`src/rtl/pipe_shifter_pkg.sv`:
```
// Shared ALU constants: shift/rotate mode encodings and small elaboration helpers.
package pipe_shifter_pkg;

  typedef enum logic [1:0] {
    MODE_ROR = 2'b00,
    MODE_SLL = 2'b01,
    MODE_SRL = 2'b10,
    MODE_SRA = 2'b11
  } mode_e;

  localparam int DEFAULT_WIDTH = 16;
  localparam int MIN_WIDTH     = 4;

  function automatic bit isPow2(input int value);
    return (value > 0) && ((value & (value - 1)) == 0);
  endfunction

endpackage

```
`src/rtl/pipe_shifter_if.sv`:
```
// Request/response bundle between a shifter client (master) and pipe_shifter (slave).
interface pipe_shifter_if
  import pipe_shifter_pkg::*;
#(
  parameter int WIDTH = DEFAULT_WIDTH,
  parameter int SHW   = $clog2(WIDTH)
);

  logic             in_valid;
  logic             in_ready;
  logic [WIDTH-1:0] src;
  mode_e            m;
  logic [SHW-1:0]   shamt;
  logic             flush;
  logic             out_valid;
  logic             out_ready;
  logic [WIDTH-1:0] dst;
  logic             zero;

  modport master (
    output in_valid, src, m, shamt, flush, out_ready,
    input  in_ready, out_valid, dst, zero
  );

  modport slave (
    input  in_valid, src, m, shamt, flush, out_ready,
    output in_ready, out_valid, dst, zero
  );

endinterface

```
`src/rtl/pipe_shifter_shift_stage.sv`:
```
// One pipeline stage: conditionally shifts by 2^K and registers data, mode and shift amount.
module shift_stage
  import pipe_shifter_pkg::*;
#(
  parameter int WIDTH = DEFAULT_WIDTH,
  parameter int K     = 0,
  parameter int SHW   = $clog2(WIDTH)
) (
  input  logic             clk,
  input  logic             rst_n,
  input  logic             i_load,
  input  logic [WIDTH-1:0] i_data,
  input  mode_e            i_mode,
  input  logic [SHW-1:0]   i_shamt,
  output logic [WIDTH-1:0] o_shifted,
  output logic [WIDTH-1:0] o_data,
  output mode_e            o_mode,
  output logic [SHW-1:0]   o_shamt
);

  localparam int DIST = 1 << K;

  logic [WIDTH-1:0] w_shifted;
  logic [WIDTH-1:0] r_data;
  mode_e            r_mode;
  logic [SHW-1:0]   r_shamt;

  // SRA uses the current operand's MSB, which earlier stages keep equal to the original sign.
  always_comb begin
    w_shifted = i_data;
    if (i_shamt[K]) begin
      case (i_mode)
        MODE_SLL: w_shifted = i_data << DIST;
        MODE_SRL: w_shifted = i_data >> DIST;
        MODE_SRA: w_shifted = $signed(i_data) >>> DIST;
        default:  w_shifted = (i_data >> DIST) | (i_data << (WIDTH - DIST));
      endcase
    end
  end

  always_ff @(posedge clk or negedge rst_n) begin
    if (!rst_n) begin
      r_data  <= '0;
      r_mode  <= MODE_ROR;
      r_shamt <= '0;
    end else if (i_load) begin
      r_data  <= w_shifted;
      r_mode  <= i_mode;
      r_shamt <= i_shamt;
    end
  end

  assign o_shifted = w_shifted;
  assign o_data    = r_data;
  assign o_mode    = r_mode;
  assign o_shamt   = r_shamt;

endmodule

```
`src/rtl/pipe_shifter.sv`:
```
// Log-depth shift/rotate pipeline with valid/ready flow control, stall and flush.
module pipe_shifter
  import pipe_shifter_pkg::*;
#(
  parameter int WIDTH = DEFAULT_WIDTH,
  parameter int SHW   = $clog2(WIDTH)
) (
  input logic         clk,
  input logic         rst_n,
  pipe_shifter_if.slave bus
);

  if (!isPow2(WIDTH) || WIDTH < MIN_WIDTH) begin : g_bad_width
    $error("pipe_shifter: WIDTH must be a power of two and at least 4");
  end

  logic             w_stall;
  logic             w_advance;
  logic             w_accept;
  logic [SHW-1:0]   w_vin;
  logic [SHW-1:0]   w_load;
  logic [SHW-1:0]   r_valid;
  logic             r_zero;

  logic [WIDTH-1:0] w_data    [0:SHW];
  mode_e            w_mode    [0:SHW];
  logic [SHW-1:0]   w_shamt   [0:SHW];
  logic [WIDTH-1:0] w_shifted [0:SHW-1];

  assign w_stall      = r_valid[SHW-1] && !bus.out_ready;
  assign w_advance    = !w_stall;
  assign bus.in_ready = !w_stall && !bus.flush;
  assign w_accept     = bus.in_valid && bus.in_ready;

  assign w_vin  = {r_valid[SHW-2:0], w_accept};
  assign w_load = w_vin & {SHW{w_advance && !bus.flush}};

  assign w_data[0]  = bus.src;
  assign w_mode[0]  = bus.m;
  assign w_shamt[0] = bus.shamt;

  for (genvar k = 0; k < SHW; k++) begin : g_stage
    shift_stage #(
      .WIDTH (WIDTH),
      .K     (k),
      .SHW   (SHW)
    ) u_stage (
      .clk       (clk),
      .rst_n     (rst_n),
      .i_load    (w_load[k]),
      .i_data    (w_data[k]),
      .i_mode    (w_mode[k]),
      .i_shamt   (w_shamt[k]),
      .o_shifted (w_shifted[k]),
      .o_data    (w_data[k+1]),
      .o_mode    (w_mode[k+1]),
      .o_shamt   (w_shamt[k+1])
    );
  end

  // Flush wins over stall; a stalled pipe freezes valids and the zero flag together.
  always_ff @(posedge clk or negedge rst_n) begin
    if (!rst_n) begin
      r_valid <= '0;
      r_zero  <= 1'b0;
    end else if (bus.flush) begin
      r_valid <= '0;
      r_zero  <= 1'b0;
    end else if (w_advance) begin
      r_valid <= w_vin;
      r_zero  <= w_vin[SHW-1] && (w_shifted[SHW-1] == '0);
    end
  end

  assign bus.out_valid = r_valid[SHW-1];
  assign bus.dst       = w_data[SHW];
  assign bus.zero      = r_zero;

endmodule

```
`src/flat_wrapper.sv`:
```
// flat-port wrapper written by rule: the top's interface ports become plain ports
module pipe_shifter_flat import pipe_shifter_pkg::*;
#(
  parameter int WIDTH = DEFAULT_WIDTH,
  parameter int SHW   = $clog2(WIDTH)
)
  (clk, rst_n, bus_in_valid, bus_src, bus_m, bus_shamt, bus_flush, bus_out_ready, bus_in_ready, bus_out_valid, bus_dst, bus_zero);
  pipe_shifter_if #(.WIDTH(WIDTH), .SHW(SHW)) bus_i ();
  input logic clk;
  input logic rst_n;
  input wire logic [$bits(bus_i.in_valid)-1:0] bus_in_valid;
  input wire logic [$bits(bus_i.src)-1:0] bus_src;
  input wire logic [$bits(bus_i.m)-1:0] bus_m;
  input wire logic [$bits(bus_i.shamt)-1:0] bus_shamt;
  input wire logic [$bits(bus_i.flush)-1:0] bus_flush;
  input wire logic [$bits(bus_i.out_ready)-1:0] bus_out_ready;
  output wire logic [$bits(bus_i.in_ready)-1:0] bus_in_ready;
  output wire logic [$bits(bus_i.out_valid)-1:0] bus_out_valid;
  output wire logic [$bits(bus_i.dst)-1:0] bus_dst;
  output wire logic [$bits(bus_i.zero)-1:0] bus_zero;
  assign bus_i.in_valid = bus_in_valid;
  assign bus_i.src = bus_src;
  assign bus_i.m = bus_m;
  assign bus_i.shamt = bus_shamt;
  assign bus_i.flush = bus_flush;
  assign bus_i.out_ready = bus_out_ready;
  assign bus_in_ready = bus_i.in_ready;
  assign bus_out_valid = bus_i.out_valid;
  assign bus_dst = bus_i.dst;
  assign bus_zero = bus_i.zero;
  pipe_shifter #(.WIDTH(WIDTH), .SHW(SHW)) u_core (.clk(clk), .rst_n(rst_n), .bus(bus_i));
endmodule
```
`config.mk`:
```
export PLATFORM = sky130hd
export DESIGN_NAME = pipe_shifter_flat
export DESIGN_NICKNAME = d
export VERILOG_FILES = /design/src/rtl/pipe_shifter_pkg.sv /design/src/rtl/pipe_shifter_if.sv /design/src/rtl/pipe_shifter_shift_stage.sv /design/src/rtl/pipe_shifter.sv /design/src/flat_wrapper.sv
export SDC_FILE = /design/constraint.sdc
export NUM_CORES = 1
export LEC_CHECK = 0
export BUFFER_PORTS_ARGS = -buffer_cell sky130_fd_sc_hd__buf_2
export CAP_MARGIN = 20
export CORE_UTILIZATION = 47
export CTS_CLUSTER_SIZE = 20
export DETAILED_ROUTE_END_ITERATION = 10
export PLACE_DENSITY = 0.8
export REMOVE_ABC_BUFFERS = 1
export SLEW_MARGIN = 0
export SYNTH_ARGS = -nofsm -noshare
export SYNTH_HDL_FRONTEND = slang
export SYNTH_SLANG_ARGS = --single-unit
```
`constraint.sdc`:
```
create_clock -name clk -period 1.4 [get_ports clk]
set_clock_uncertainty 0.05 [all_clocks]
set_input_delay 0.07 -clock clk [delete_from_list [all_inputs] [get_ports clk]]
set_output_delay 0.07 -clock clk [all_outputs]
set_load 0.005 [all_outputs]
```
==> out/results.ini <==
[logic_synthesis]
netlist_area_um2 = 4280
synth.most_common_cell = nand2_1
synth_top_area_share_pct = 47.4
synth_common_cells = nand2_1 (124), dfrtp_1 (81), o21ai_1 (61)
synth-main-ff-cell = dfrtp_1
synthCells = 500
synth_area_per_cell_um2 = 8.56
ys_seq_area_share_pct = 47.4
ys_async_sr_fraction_pct = 100
yosys_warnings = 0
synth.area.top_cells = dfrtp_1 (47%), nand2_1 (11%), o21ai_1 (7.1%), mux2i_1 (5.1%), o21ai_0 (5.1%)
synth_top_cell_by_area = dfrtp_1
ys_seq_elements = 81
synth-edff-count = 0
yosysUniqueCellTypes = 36

[routing]
vias = 4055
drt-wirelength-per-cell_um = 16.0
ant_nets = 0
routed_wl_um = 11600
drt_iter0_drc = 164
first_pass_iters = 4
avgViaCountPerCell = 5.60
drcViolationCount = 0

[hold_path]
hp-start = bus_src[5]
min_to = u_core.g_stage[0].u_stage.o_data[5]
min_path_cells = 3
hp-class = primary input to flop

[clocking]
cts_sinks = 81
cts_tree = done
clk_latency_ps = 360
ctsHtreeMaxLevel = 3
root_buffer = clkbuf_8
cts_made_buffers = 9
cts.path.max_buffers = 2
path_clk_slew_ps = 70

[cells_and_area]
drive_gt1_share_pct = 37.5
final_nets = 641
antenna_cells = 0
seqCellArea_um2 = 2030
n_fill_cell = 641
areaGrowthSynthToFinish_pct = 41.7
multi_input_area_um2 = 2510
fin_util_pct = 69.2

[grt]
grt_pass1_vias = 4068
grt_pass1_wl_um = 18800
grt_max_degree = 40
grt_use_total_pct = 24.6
antenna_found_initial = 0
overflow = 0

[sta]
setup_viol = 64
post-route-min-period_ps = 1570
fin_tns_setup_ps = -4030
drv_slew = 0
rsz0062_at_grt = yes
max_freq_mhz = 636
layout_setup_ws_ps = -173
worstMarginPinSlew_ps = 508
hold_viol = 0
timing.slew.headroom_pct = 66.1
final.period_utilization_pct = 112

[power_and_ir_drop]
combPwrFrac_pct = 41.2
netSwitchingFraction_pct = 37.1
p_leak_nw = 2.79
p_int_mw = 5.56
ir_worst_vdd_mv = 0.647
p_per_area_nw_per_um2 = 1460
seq_power_share_pct = 41.3
power_frac_clock_pct = 17.4
p_sw_mw = 3.28
finalPower_mw = 8.84

[worst_setup_path]
worst-path-max-fanout = 9
worstSetupStartpointType = flop
timing.rr.end = u_core.bus.zero
r2r-start = u_core.g_stage[2].u_stage.o_mode[1]
cp-startpoint = u_core.g_stage[2].u_stage.o_mode[1]
r2r_cells = 5
cp_top_family = simple AND/OR/NAND/NOR gates
arrival_ps = 1800
cp-end-kind = flop
critical_path.slowest_cell = dfrtp_1
required_ps = 1630
slowest_delay_ps = 490
rrSetupSlack_ps = -170
worst-path-buf-inv = 0
crit_chain = nand3_2 -> a31oi_1 -> nor4_2 -> nand4_1 -> o21ai_1
path_class = flop to flop

[place]
dp_slack_ps = -201
hpwl_um = 7320
io_buffers = 45
gp_congestion = 0.904

[floorplanning]
die_height_um = 97.4
die_w_um = 97.4
die-area_um2 = 9490
core_um2 = 8760
start_util_pct = 48.8
placementRows = 34
io-pin-count = 46

[run_status]
violations = setup timing
outcome = complete, but fails checks

[flow_run]
maxCapViolCount = 0

-- how the worst max path moves through the flow --
stage	to	slack (ps)	cells past startpoint
3_5_place_dp	u_core.g_stage[1].u_stage.o_data[4]	-200	5
6_report	u_core.bus.zero	-170	5
4_1_cts	u_core.bus.zero	-130	4
5_1_grt	u_core.bus.zero	-200	5
2_1_floorplan	u_core.g_stage[0].u_stage.o_data[1]	-270	5
3_3_place_gp	u_core.bus.zero	-80	5
-- repair_timing --
item / CTS / global route
endpoints found under the hold margin: 56 / 0
resized for setup: 89 / 56
hold buffers: 19 / 0
pin swaps: 16 / 17
gates cloned: 5 / 2
setup endpoints to repair: 66 / 72
buffers inserted: 6 / 5
-- worst reg2reg max path: cells and delay by family (launching register included) --
family,cells,cell delay (ps)
compound gates,2,300
flops,1,490
simple gates,3,650
-- state kept, by name (all words and copies together), names as in the netlist --
register / flops
u_core.g_stage.u_stage.o_data: 64
u_core.g_stage.u_stage.o_shamt: 6
u_core.bus.zero: 1
u_core.g_stage.u_stage.o_mode: 6
u_core.r_valid: 4
-- through the flow --
stage          cell area (um2)  cells  hold WS (ps)
2_1_floorplan             4120    465          -276
3_3_place_gp              4960    674          18.3
3_5_place_dp              4960    674          25.3
4_1_cts                   5770    717          2.57
5_1_grt                   6060    724          12.9
6_report                  6060    724          27.5
-- routing by layer --
layer  track usage [%]  part of all wire, %  up-vias
li1                  -                    -     1964
met1              27.2                   39     1946
met2              45.9                   55      106
met3              3.09                  2.8       39
met4              12.2                  3.4        0
met5                 0                    0        -
-- cell families (layout without fill, tap and decap cells) --
kind of cell / count (synthesis) / in the layout / share of synthesized area (%)
flip-flops: 81 / 81 / 47.4
buffers and inverters: 40 / 153 / 4.30
multiplexers: 38 / 38 / 9.35
AO/OA/AOI/OAI: 138 / 138 / 17.4
AND/OR/NAND/NOR: 203 / 206 / 21.6
-- power by group through the flow --
stage	clock network [mW]	logic (mW)	registers, mW
6_report	1.54	3.65	3.66
5_1_grt	1.65	4.02	3.72
2_1_floorplan	0	1.53	3.62
3_5_place_dp	0	3.02	3.58
3_3_place_gp	0	2.88	3.53
4_1_cts	1.54	3.33	3.58
-- layout by cell type (no fill, tap or decap), types with 18 or more instances in the layout --
master / count
o21ai_0: 35
o21ai_1: 41
nand3_1: 25
mux2i_1: 22
dfrtp_1: 80
dlygate4sd3_1: 19
o21ai_2: 29
buf_6: 18
nand2_2: 27
buf_4: 42
buf_2: 43
nand2_1: 86
-- final cells by class --
class                      count  share of cell area (%)
tap                          108                    2.23
inverter                       5                   0.310
clock buffer                  13                    2.79
sequential                    81                    33.5
multi-input combinational    382                    41.5
timing repair buffer         135                    19.8
Note: power is estimated with default switching activity, not from simulation.
